`src/rtl/id_stage_pkg.sv`:
```
// Shared widths, alu_op bit indices, bus structs and opcodes for the
// LoongArch32 decode stage (id_stage) and its register file.
package id_stage_pkg;

  localparam int FS_TO_DS_BUS_WD = 64;
  localparam int DS_TO_ES_BUS_WD = 150;
  localparam int BR_BUS_WD       = 33;
  localparam int WS_TO_RF_BUS_WD = 38;
  localparam int FWD_BUS_WD      = 39;

  localparam int ALU_ADD  = 0;
  localparam int ALU_SUB  = 1;
  localparam int ALU_SLT  = 2;
  localparam int ALU_SLTU = 3;
  localparam int ALU_AND  = 4;
  localparam int ALU_NOR  = 5;
  localparam int ALU_OR   = 6;
  localparam int ALU_XOR  = 7;
  localparam int ALU_SLL  = 8;
  localparam int ALU_SRL  = 9;
  localparam int ALU_SRA  = 10;
  localparam int ALU_LUI  = 11;

  typedef struct packed {
    logic [11:0] alu_op;
    logic        src1_is_pc;
    logic        src2_is_imm;
    logic        res_from_mem;
    logic        gr_we;
    logic        mem_we;
    logic [4:0]  dest;
    logic [31:0] imm;
    logic [31:0] rj_value;
    logic [31:0] rkd_value;
    logic [31:0] pc;
  } ds_to_es_t;

  typedef struct packed {
    logic        is_load;
    logic        valid_we;
    logic [4:0]  dest;
    logic [31:0] result;
  } fwd_t;

  typedef struct packed {
    logic        we;
    logic [4:0]  waddr;
    logic [31:0] wdata;
  } ws_rf_t;

  // inst[31:15]
  localparam logic [16:0] OP_ADD_W  = 17'h00020;
  localparam logic [16:0] OP_SUB_W  = 17'h00022;
  localparam logic [16:0] OP_SLT    = 17'h00024;
  localparam logic [16:0] OP_SLTU   = 17'h00025;
  localparam logic [16:0] OP_NOR    = 17'h00028;
  localparam logic [16:0] OP_AND    = 17'h00029;
  localparam logic [16:0] OP_OR     = 17'h0002a;
  localparam logic [16:0] OP_XOR    = 17'h0002b;
  localparam logic [16:0] OP_SLLI_W = 17'h00081;
  localparam logic [16:0] OP_SRLI_W = 17'h00089;
  localparam logic [16:0] OP_SRAI_W = 17'h00091;
  // inst[31:22]
  localparam logic [9:0]  OP_ADDI_W = 10'h00a;
  localparam logic [9:0]  OP_LD_W   = 10'h0a2;
  localparam logic [9:0]  OP_ST_W   = 10'h0a6;
  // inst[31:25]
  localparam logic [6:0]  OP_LU12I  = 7'h0a;
  // inst[31:26]
  localparam logic [5:0]  OP_JIRL   = 6'h13;
  localparam logic [5:0]  OP_B      = 6'h14;
  localparam logic [5:0]  OP_BL     = 6'h15;
  localparam logic [5:0]  OP_BEQ    = 6'h16;
  localparam logic [5:0]  OP_BNE    = 6'h17;

  function automatic logic [31:0] sx_offs16(input logic [15:0] o);
    return {{14{o[15]}}, o, 2'b00};
  endfunction

  function automatic logic [31:0] sx_offs26(input logic [25:0] o);
    return {{4{o[25]}}, o, 2'b00};
  endfunction

endpackage

```
`src/rtl/id_stage_regfile.sv`:
```
// 32x32 register file: two async read ports, one sync write port,
// r0 reads 0, same-cycle write data bypassed to matching reads.
module id_stage_regfile
  import id_stage_pkg::*;
(
  input  logic        clk_i,
  input  logic [4:0]  raddr1_i,
  output logic [31:0] rdata1_o,
  input  logic [4:0]  raddr2_i,
  output logic [31:0] rdata2_o,
  input  logic        we_i,
  input  logic [4:0]  waddr_i,
  input  logic [31:0] wdata_i
);

  logic [31:0] rf_q [32];

  always_ff @(posedge clk_i) begin
    if (we_i && waddr_i != 5'd0) begin
      rf_q[waddr_i] <= wdata_i;
    end
  end

  always_comb begin
    rdata1_o = rf_q[raddr1_i];
    if (raddr1_i == 5'd0) begin
      rdata1_o = '0;
    end else if (we_i && waddr_i == raddr1_i) begin
      rdata1_o = wdata_i;
    end
  end

  always_comb begin
    rdata2_o = rf_q[raddr2_i];
    if (raddr2_i == 5'd0) begin
      rdata2_o = '0;
    end else if (we_i && waddr_i == raddr2_i) begin
      rdata2_o = wdata_i;
    end
  end

endmodule

```
`src/rtl/id_stage.sv`:
```
// LoongArch32 decode stage: latch, decode, regfile read, branch resolve,
// RAW stall. Define ID_BYPASS_EN for es>ms>rf forwarding (load-use stall).
module id_stage
  import id_stage_pkg::*;
#(
  parameter logic [31:0] RESET_PC_UNUSED = 32'h0
) (
  input  logic                       clk,
  input  logic                       reset,
  input  logic                       es_allowin,
  output logic                       ds_allowin,
  input  logic                       fs_to_ds_valid,
  input  logic [FS_TO_DS_BUS_WD-1:0] fs_to_ds_bus,
  output logic                       ds_to_es_valid,
  output logic [DS_TO_ES_BUS_WD-1:0] ds_to_es_bus,
  output logic [BR_BUS_WD-1:0]       br_bus,
  input  logic [WS_TO_RF_BUS_WD-1:0] ws_to_rf_bus,
  input  logic [FWD_BUS_WD-1:0]      es_fwd_bus,
  input  logic [FWD_BUS_WD-1:0]      ms_fwd_bus
);

  logic        ds_valid_q, ds_valid_d;
  logic [31:0] ds_inst_q, ds_inst_d;
  logic [31:0] ds_pc_q, ds_pc_d;
  logic        ds_ready_go;

  always_comb begin
    ds_valid_d = ds_valid_q;
    ds_inst_d  = ds_inst_q;
    ds_pc_d    = ds_pc_q;
    if (ds_allowin) begin
      ds_valid_d = fs_to_ds_valid;
    end
    if (fs_to_ds_valid && ds_allowin) begin
      {ds_inst_d, ds_pc_d} = fs_to_ds_bus;
    end
  end

  always_ff @(posedge clk) begin
    if (reset) begin
      ds_valid_q <= 1'b0;
      ds_inst_q  <= '0;
      ds_pc_q    <= RESET_PC_UNUSED;
    end else begin
      ds_valid_q <= ds_valid_d;
      ds_inst_q  <= ds_inst_d;
      ds_pc_q    <= ds_pc_d;
    end
  end

  assign ds_allowin     = !ds_valid_q || (ds_ready_go && es_allowin);
  assign ds_to_es_valid = ds_valid_q && ds_ready_go;

  logic [4:0]  rd, rj, rk;
  logic [11:0] i12;
  logic [15:0] i16;
  logic [19:0] i20;
  logic [25:0] i26;

  assign rd  = ds_inst_q[4:0];
  assign rj  = ds_inst_q[9:5];
  assign rk  = ds_inst_q[14:10];
  assign i12 = ds_inst_q[21:10];
  assign i16 = ds_inst_q[25:10];
  assign i20 = ds_inst_q[24:5];
  assign i26 = {ds_inst_q[9:0], ds_inst_q[25:10]};

  logic op_add, op_sub, op_slt, op_sltu;
  logic op_and, op_or, op_nor, op_xor;
  logic op_slli, op_srli, op_srai;
  logic op_addi, op_lu12i, op_ld, op_st;
  logic op_jirl, op_b, op_bl, op_beq, op_bne;

  assign op_add   = ds_inst_q[31:15] == OP_ADD_W;
  assign op_sub   = ds_inst_q[31:15] == OP_SUB_W;
  assign op_slt   = ds_inst_q[31:15] == OP_SLT;
  assign op_sltu  = ds_inst_q[31:15] == OP_SLTU;
  assign op_and   = ds_inst_q[31:15] == OP_AND;
  assign op_or    = ds_inst_q[31:15] == OP_OR;
  assign op_nor   = ds_inst_q[31:15] == OP_NOR;
  assign op_xor   = ds_inst_q[31:15] == OP_XOR;
  assign op_slli  = ds_inst_q[31:15] == OP_SLLI_W;
  assign op_srli  = ds_inst_q[31:15] == OP_SRLI_W;
  assign op_srai  = ds_inst_q[31:15] == OP_SRAI_W;
  assign op_addi  = ds_inst_q[31:22] == OP_ADDI_W;
  assign op_ld    = ds_inst_q[31:22] == OP_LD_W;
  assign op_st    = ds_inst_q[31:22] == OP_ST_W;
  assign op_lu12i = ds_inst_q[31:25] == OP_LU12I;
  assign op_jirl  = ds_inst_q[31:26] == OP_JIRL;
  assign op_b     = ds_inst_q[31:26] == OP_B;
  assign op_bl    = ds_inst_q[31:26] == OP_BL;
  assign op_beq   = ds_inst_q[31:26] == OP_BEQ;
  assign op_bne   = ds_inst_q[31:26] == OP_BNE;

  logic is_rrr, is_shift, is_link, src2_is_rd;
  logic rj_used, r2_used;

  assign is_rrr   = op_add | op_sub | op_slt | op_sltu |
                    op_and | op_or | op_nor | op_xor;
  assign is_shift = op_slli | op_srli | op_srai;
  assign is_link  = op_jirl | op_bl;
  assign src2_is_rd = op_beq | op_bne | op_st;
  assign rj_used  = is_rrr | is_shift | op_addi | op_ld |
                    op_st | op_jirl | op_beq | op_bne;
  assign r2_used  = is_rrr | src2_is_rd;

  ds_to_es_t ds;
  logic [4:0] raddr2;
  logic [31:0] rf_rdata1, rf_rdata2;
  ws_rf_t ws;
  fwd_t   es, ms;

  assign ws     = ws_to_rf_bus;
  assign es     = es_fwd_bus;
  assign ms     = ms_fwd_bus;
  assign raddr2 = src2_is_rd ? rd : rk;

  id_stage_regfile u_rf (
    .clk_i    (clk),
    .raddr1_i (rj),
    .rdata1_o (rf_rdata1),
    .raddr2_i (raddr2),
    .rdata2_o (rf_rdata2),
    .we_i     (ws.we),
    .waddr_i  (ws.waddr),
    .wdata_i  (ws.wdata)
  );

  logic es_hit_j, es_hit_k, ms_hit_j, ms_hit_k;

  assign es_hit_j = rj_used && rj != 5'd0 &&
                    es.valid_we && es.dest == rj;
  assign es_hit_k = r2_used && raddr2 != 5'd0 &&
                    es.valid_we && es.dest == raddr2;
  assign ms_hit_j = rj_used && rj != 5'd0 &&
                    ms.valid_we && ms.dest == rj;
  assign ms_hit_k = r2_used && raddr2 != 5'd0 &&
                    ms.valid_we && ms.dest == raddr2;

  logic [31:0] rj_value, rkd_value;

`ifdef ID_BYPASS_EN
  always_comb begin
    rj_value = rf_rdata1;
    if (es_hit_j) begin
      rj_value = es.result;
    end else if (ms_hit_j) begin
      rj_value = ms.result;
    end
  end

  always_comb begin
    rkd_value = rf_rdata2;
    if (es_hit_k) begin
      rkd_value = es.result;
    end else if (ms_hit_k) begin
      rkd_value = ms.result;
    end
  end

  // ms_result already holds load data, so only an es load must wait
  assign ds_ready_go = !(es.is_load && (es_hit_j || es_hit_k));

  logic unused_fwd;
  assign unused_fwd = ms.is_load;
`else
  assign rj_value    = rf_rdata1;
  assign rkd_value   = rf_rdata2;
  assign ds_ready_go = !(es_hit_j || es_hit_k ||
                         ms_hit_j || ms_hit_k);

  logic unused_fwd;
  assign unused_fwd = ^{es.is_load, es.result,
                        ms.is_load, ms.result};
`endif

  always_comb begin
    ds = '0;
    ds.alu_op[ALU_ADD]  = op_add | op_addi | op_ld | op_st | is_link;
    ds.alu_op[ALU_SUB]  = op_sub;
    ds.alu_op[ALU_SLT]  = op_slt;
    ds.alu_op[ALU_SLTU] = op_sltu;
    ds.alu_op[ALU_AND]  = op_and;
    ds.alu_op[ALU_NOR]  = op_nor;
    ds.alu_op[ALU_OR]   = op_or;
    ds.alu_op[ALU_XOR]  = op_xor;
    ds.alu_op[ALU_SLL]  = op_slli;
    ds.alu_op[ALU_SRL]  = op_srli;
    ds.alu_op[ALU_SRA]  = op_srai;
    ds.alu_op[ALU_LUI]  = op_lu12i;
    ds.src1_is_pc   = is_link;
    ds.src2_is_imm  = is_shift | op_addi | op_lu12i |
                      op_ld | op_st | is_link;
    ds.res_from_mem = op_ld;
    ds.gr_we        = is_rrr | is_shift | op_addi |
                      op_lu12i | op_ld | is_link;
    ds.mem_we       = op_st;
    if (ds.gr_we) begin
      ds.dest = op_bl ? 5'd1 : rd;
    end
    unique case (1'b1)
      is_shift: ds.imm = {27'd0, rk};
      op_addi, op_ld, op_st:
        ds.imm = {{20{i12[11]}}, i12};
      op_lu12i: ds.imm = {i20, 12'd0};
      is_link: ds.imm = 32'd4;
      default: ds.imm = '0;
    endcase
    ds.rj_value  = rj_value;
    ds.rkd_value = rkd_value;
    ds.pc        = ds_pc_q;
  end

  assign ds_to_es_bus = ds;

  logic        br_cond, br_taken;
  logic [31:0] br_offs, br_target;

  assign br_cond  = (op_beq && rj_value == rkd_value) ||
                    (op_bne && rj_value != rkd_value) ||
                    op_b || op_bl || op_jirl;
  assign br_taken = ds_valid_q && ds_ready_go && br_cond;
  assign br_offs  = (op_b || op_bl) ? sx_offs26(i26)
                                    : sx_offs16(i16);
  assign br_target = op_jirl ? rj_value + br_offs
                             : ds_pc_q + br_offs;
  assign br_bus   = {br_taken, br_taken ? br_target : 32'h0};

endmodule

```
`config.mk`:
```
export PLATFORM = sky130hd
export DESIGN_NAME = id_stage
export DESIGN_NICKNAME = d
export VERILOG_FILES = /design/src/rtl/id_stage_pkg.sv /design/src/rtl/id_stage_regfile.sv /design/src/rtl/id_stage.sv
export SDC_FILE = /design/constraint.sdc
export NUM_CORES = 2
export LEC_CHECK = 0
export ABC_AREA = 1
export BUFFER_PORTS_ARGS = -buffer_cell sky130_fd_sc_hd__buf_2
export CAP_MARGIN = 20
export CORE_MARGIN = 2
export CORE_UTILIZATION = 50
export CTS_CLUSTER_SIZE = 8
export DETAILED_ROUTE_END_ITERATION = 8
export GPL_ROUTABILITY_DRIVEN = 0
export HOLD_SLACK_MARGIN = 0.02
export PLACE_DENSITY_LB_ADDON = 0.08
export SLEW_MARGIN = 20
export SYNTH_ARGS = -nofsm -noshare
export SYNTH_HDL_FRONTEND = slang
export SYNTH_SLANG_ARGS = --single-unit
```
`constraint.sdc`:
```
create_clock -name clk -period 7.5 [get_ports clk]
set_input_delay 1.5 -clock clk [delete_from_list [all_inputs] [get_ports clk]]
set_output_delay 1.5 -clock clk [all_outputs]
set_load 0.05 [all_outputs]
```
== Yosys cells after proc, flatten, opt, wreduce, memory -nomap -nowiden ==
Memories as Yosys holds them, arrays and structs flattened. A register that Yosys moved wholly into a read port is not among the register bits.
Cells that the tools add are included.
Storage, ports and cells
  register bits: 65
  memory bits (writable): 1024
  bits of input ports: 184
  output and inout port bits: 185
  word-level logic and storage cells: 117
  memories: 1
Operators by class
  $add $sub $neg: 2
  equality and inequality tests: 28
  mux-type cells: 15
  bitwise logic cells: 32
  reduce and logical (&&, ||, !) cells: 36
Memories
  u_rf.rf_q: depth 32, width 32, read ports 2, clocked after memory_dff 1, write ports 1, line id_stage_regfile.sv:16  | logic [31:0] rf_q [32];
Operators with widths (number)
  two-way mux 32 bit: 7
  equality test 17 x 6 -> 1 bit, second input constant: 8
  case mux 32 bit (4 select lines): 1
  adder 32 bit: 2
  equality test 17 x 8 -> 1 bit, second input constant: 3
  equality test 32 bit: 1
  inequality test 32 bit: 1
  bitwise OR 1 bit: 32
  equality test 5 bit: 6
  equality test 6 x 5 -> 1 bit, second input constant: 5
  two-way mux 5 bit: 5
  equality test 10 x 8 -> 1 bit, second input constant: 2
  logical AND 1 bit: 19
  nonzero test 5 bit: 3
  equality test 10 x 4 -> 1 bit, second input constant: 1
  zero test 5 bit: 2
  logical OR 1 bit: 9
  equality test 7 x 4 -> 1 bit, second input constant: 1
  OR reduction 3 bit: 1
  zero test 1 bit: 2
  two-way mux 1 bit: 2

== Longest topological paths before layout ==
  depth in word-level cells: 27
  depth in mapped cells: 34
  depth with buffers taken out: 31

== By module ==
A second synthesis with hierarchy kept.
Unflattened totals
  cells, all modules: 7294
  area, all modules: 60306.6 µm²
By module, submodules not included
  id_stage_regfile: times used 1, cells an instance 6078, area each 53435.0 µm², seq. area each 30749.5 µm²
  id_stage: times used 1, cells an instance 1216, area each 6871.6 µm², seq. area each 1301.2 µm²

== Worst setup path after synthesis ==
Ideal clock, no wire load.
  path type: input port to output port
  start point: in ws_to_rf_bus[35]
  end point: out br_bus[28]
  arrival: 6553 ps
  data required time: 6000 ps
  path slack: -553 ps
  stages on the path: 26
  path buffers: 2
  cell sequence: clkbuf_1 inv_1 o2111ai_1 clkbuf_1 o21ai_0 a21oi_1 inv_1 o21ai_0 ha_1 inv_1 fa_1 o221ai_1 nand3_1 nand2_1 nand2_1 nand2_1 nand2_1 nand2_1 a21oi_1 o21ai_0 nand2_1 nand2_1 a21oi_1 o21a_1 xor2_1 nor2_2
On the way
  cells in the longest elaborated chain, start to end: 12
  elaborated cells between the ends (all ways): 20
  those cells by class: 1 x add/sub; 4 x eq/ne; 6 x mux; 9 x reduce/logical
RTL lines
  from (decl): line id_stage.sv:17  | input logic [WS_TO_RF_BUS_WD-1:0] ws_to_rf_bus,
  equality test 5 bit (*): line id_stage_regfile.sv:28  | end else if (we_i && waddr_i == raddr1_i) begin
  logical AND 1 bit (*): line id_stage_regfile.sv:28
  two-way mux 32 bit (*): line id_stage_regfile.sv:28
  two-way mux 32 bit (*): line id_stage_regfile.sv:26  | if (raddr1_i == 5'd0) begin
  via ds_to_es_bus[66]: line id_stage.sv:15  | output logic [DS_TO_ES_BUS_WD-1:0] ds_to_es_bus,
  parallel branches: the longest is 7 deep, another holds adder 32 bit
  two-way mux 32 bit (*): line id_stage.sv:227  | assign br_bus = {br_taken, br_taken ? br_target : 32'h0};
  to (decl): line id_stage.sv:16  | output logic [BR_BUS_WD-1:0] br_bus,
Mark *: on every way through the listed nets, which the timed path passes.

==> reports/metrics.cfg <==
[sta]
tightest_slew_ns = 1.23
clock.fmax_mhz = 136
hold_viol = 0
drv_slew = 0
fin_skew_ns = 0.0161
period_minus_slack_ns = 7.37
holdWs_ns = 0.490
setup_viol = 0
post-route-period-util = 0.983
relSlewSlack = 0.176

[synth]
seq_area_frac_synth = 0.545
synth-edff-count = 1024
synthFlopType = edfxtp_1
synthSimpleGateAreaFrac = 0.215
synth_compound_area_frac = 0.117
synth-seq-cells = 1094
netlist_area_um2 = 59000
synth_top_cell_by_area = edfxtp_1
ys_warn_count = 0
synth_area_leaders = edfxtp_1 52%, nand2_1 9.6%, nand3_1 9.2%
synth.avg_cell_area_um2 = 8.94
synth_cell_types = 51
synth_top_family_by_area = simple AND/OR/NAND/NOR gates
synthMuxAreaShare = 0.0302
syn_inst = 6593
yosysTopAreaCellShare = 0.522
ys_async_sr_fraction = 0
synthAdderAreaFrac = 0.00649
synthXorXnorAreaFrac = 0.00565

[layout]
area_delta_synth_final_pct = 14.4
finalInstanceArea_um2 = 67500
layout.cells.non_filler = 8424
nNetsFinal = 7073
drive_gt1_frac = 0.123

[grt]
grt.total_usage = 0.383
busiest_layer = met2
antenna_found_initial = 14
use_met3 = 0.0882
grt_pass1_vias = 49400
grt-ovfl-total = 0
grt_pass1_wl_um = 336000
grt_start_max_net_pins = 139
gr-usage-met2 = 0.590
use_met1 = 0.495

[placed_design]
portBuffers = 302
place_area_um2 = 62800
dp_hpwl_um = 140000
numPlacedInstances = 8203

[route]
vias_per_cell = 6.31
dr.first_iter.drc_count = 7529
vias = 53100
wl_per_cell_um = 28.2
totalWireLength_um = 237000
drtPass1Iterations = 6
antenna_left = 0
drc = 0

[clock_network]
clk_path_buf_depth = 3
root_buffer = clkbuf_16
clk_pin_slew_ns = 0.05
numCtsBuffers = 155
ctsHoldBuffers = 0
cts_tree = yes
clk_latency_ns = 0.78
cts_sinks = 1094
cts_max_level = 4

[critical_path]
r2r-start = ds_inst_q[31]
rr_worst_depth = 20
arrival_ns = 5.87
path_max_fanout = 37
critPathKind = reg2out
endpoint_kind = output port
critPathLaunchType = flop
worstPathRequired_ns = 6.00
reg2reg_slack_ns = 2.49

[pwr]
combPwrFrac = 0.201
p_leak_uw = 0.0270
swShare = 0.311
power_density_nw_per_um2 = 245
seqPwrFrac = 0.415
peakVddDrop_uv = 220
internal_power_uw = 11400
p_switching_uw = 5140
clock_power_share = 0.384
total_power_uw = 16600

[die]
io_pins = 369
start_util = 0.506
dieArea_um2 = 121000
core_um2 = 117000
die_x_um = 347
fp.dieH_um = 347
rows = 125

[flow_run]
maxCapViolations = 0

[worst_hold_path]
holdPathStages = 2
hp-start = ds_pc_q[30]
hold_class = reg2reg
worstHoldEndpoint = ds_pc_q[30]

[run_status]
status = finished clean

==> cells in the final DEF, fill, tap and decap left out, types with 65 or more instances in the layout <==
cell	n
edfxtp_1	1024
o211ai_1	325
mux2i_1	178
inv_1	645
a21oi_1	389
o21ai_0	364
nand3_1	1080
clkbuf_16	159
buf_4	198
nor2_1	241
nand2_1	1502
buf_2	298
dfxtp_1	65
==> worst max path at each step <==
stage                     slack [ns]  cells after the start    endpoint
final                           0.13                     27  br_bus[28]
after global routing           -0.05                     27  br_bus[29]
after CTS                      0.005                     29  br_bus[28]
after detailed placement       -0.20                     25  br_bus[29]
after global placement         -0.19                     25  br_bus[29]
after floorplan                -0.08                     26  br_bus[28]
==> cell families (layout without fill, tap and decap cells) <==
logic type               after synthesis  in the layout
AND/OR/NAND/NOR                     2945           2945
multiplexers                         178            178
XOR/XNOR                              38             38
other                                  1             40
adder cells (fa/ha/maj)               30             30
buffers and inverters               1140           1408
AO/OA/AOI/OAI                       1167           1167
flip-flops                          1094           1094
==> synth_stat cells, types with 57 or more instances <==
cell type  number
nand2_1      1508
nand3_1      1082
edfxtp_1     1024
inv_1         649
a21oi_1       396
o21ai_0       373
o211ai_1      325
nor2_1        267
clkbuf_1      204
mux2i_1       178
buf_2         155
dfxtp_1        70
buf_4          57
==> layer usage <==
| layer | wire [µm] | vias up |
|---|---|---|
| met1 | 87000 | 25400 |
| met3 | 28700 | 813 |
| li1 | - | 23300 |
| met2 | 105000 | 3665 |
| met4 | 16300 | 10 |
| met5 | 57 | - |
==> flip-flops by register name, indices dropped and copies added, names as in the netlist, named ones only <==
name        cells
ds_inst_q      32
ds_pc_q        32
ds_valid_q      1
u_rf.rf_q    1024
==> layout make-up <==
cell class	instances	area [µm²]
multi-input cells	4390	22500
diodes	8	20.0
repair buffers	557	4090
clock buffers	178	4050
fillers	10100	49100
inverters	661	2500
well taps	1524	1910
clock inverters	12	184
flip-flops and latches	1094	32200
==> worst max-delay path: stages (launching register included) <==
cell and delay [ns]:
dfxtp_4 0.44, buf_12 0.17, inv_6 0.35, buf_4 0.42, buf_4 0.44, o211ai_1 0.17, nand3_1 0.15, nand3_1 0.08
nand3_1 0.12, o21ai_0 0.09, nand2_1 0.10, o21ai_0 0.18, ha_1 0.40, a21oi_1 0.14, nand2_1 0.10, nand2_1 0.07
nand2_1 0.08, nand2_1 0.08, nand2_1 0.10, a21oi_1 0.22, o21ai_1 0.12, nand2_1 0.07, nand2_1 0.07, a21oi_1 0.21
o21a_1 0.16, xor2_1 0.17, nor2_2 0.05, clkbuf_4 0.22
==> power by group through the flow <==
stage	combinational (µW)	clock [µW]	sequential, µW
final	3320	6360	6870
after global routing	3490	6660	6870
after CTS	3200	6390	6870
after detailed placement	3160	0	6990
after global placement	3140	0	6990
after floorplan	1920	0	6990
==> timing repair <==
| item | CTS | global route |
|---|---|---|
| buffers inserted | 8 | 14 |
| gates resized for setup | 8 | 40 |
| endpoints found under the setup margin | 20 | 33 |
| gates cloned | 0 | 0 |
| pin swaps | 1 | 6 |
==> metrics by stage <==
stage	worst slack, ns	TNS (ns)	util
floorplan	-0.0785	-0.0785	-
global placement	-0.187	-0.363	0.539
detailed placement	-0.202	-0.487	0.539
CTS	0.00544	0	0.576
global route	-0.0547	-0.0547	0.579
finish	0.125	0	0.579
Power figures use the tool's default switching activity.
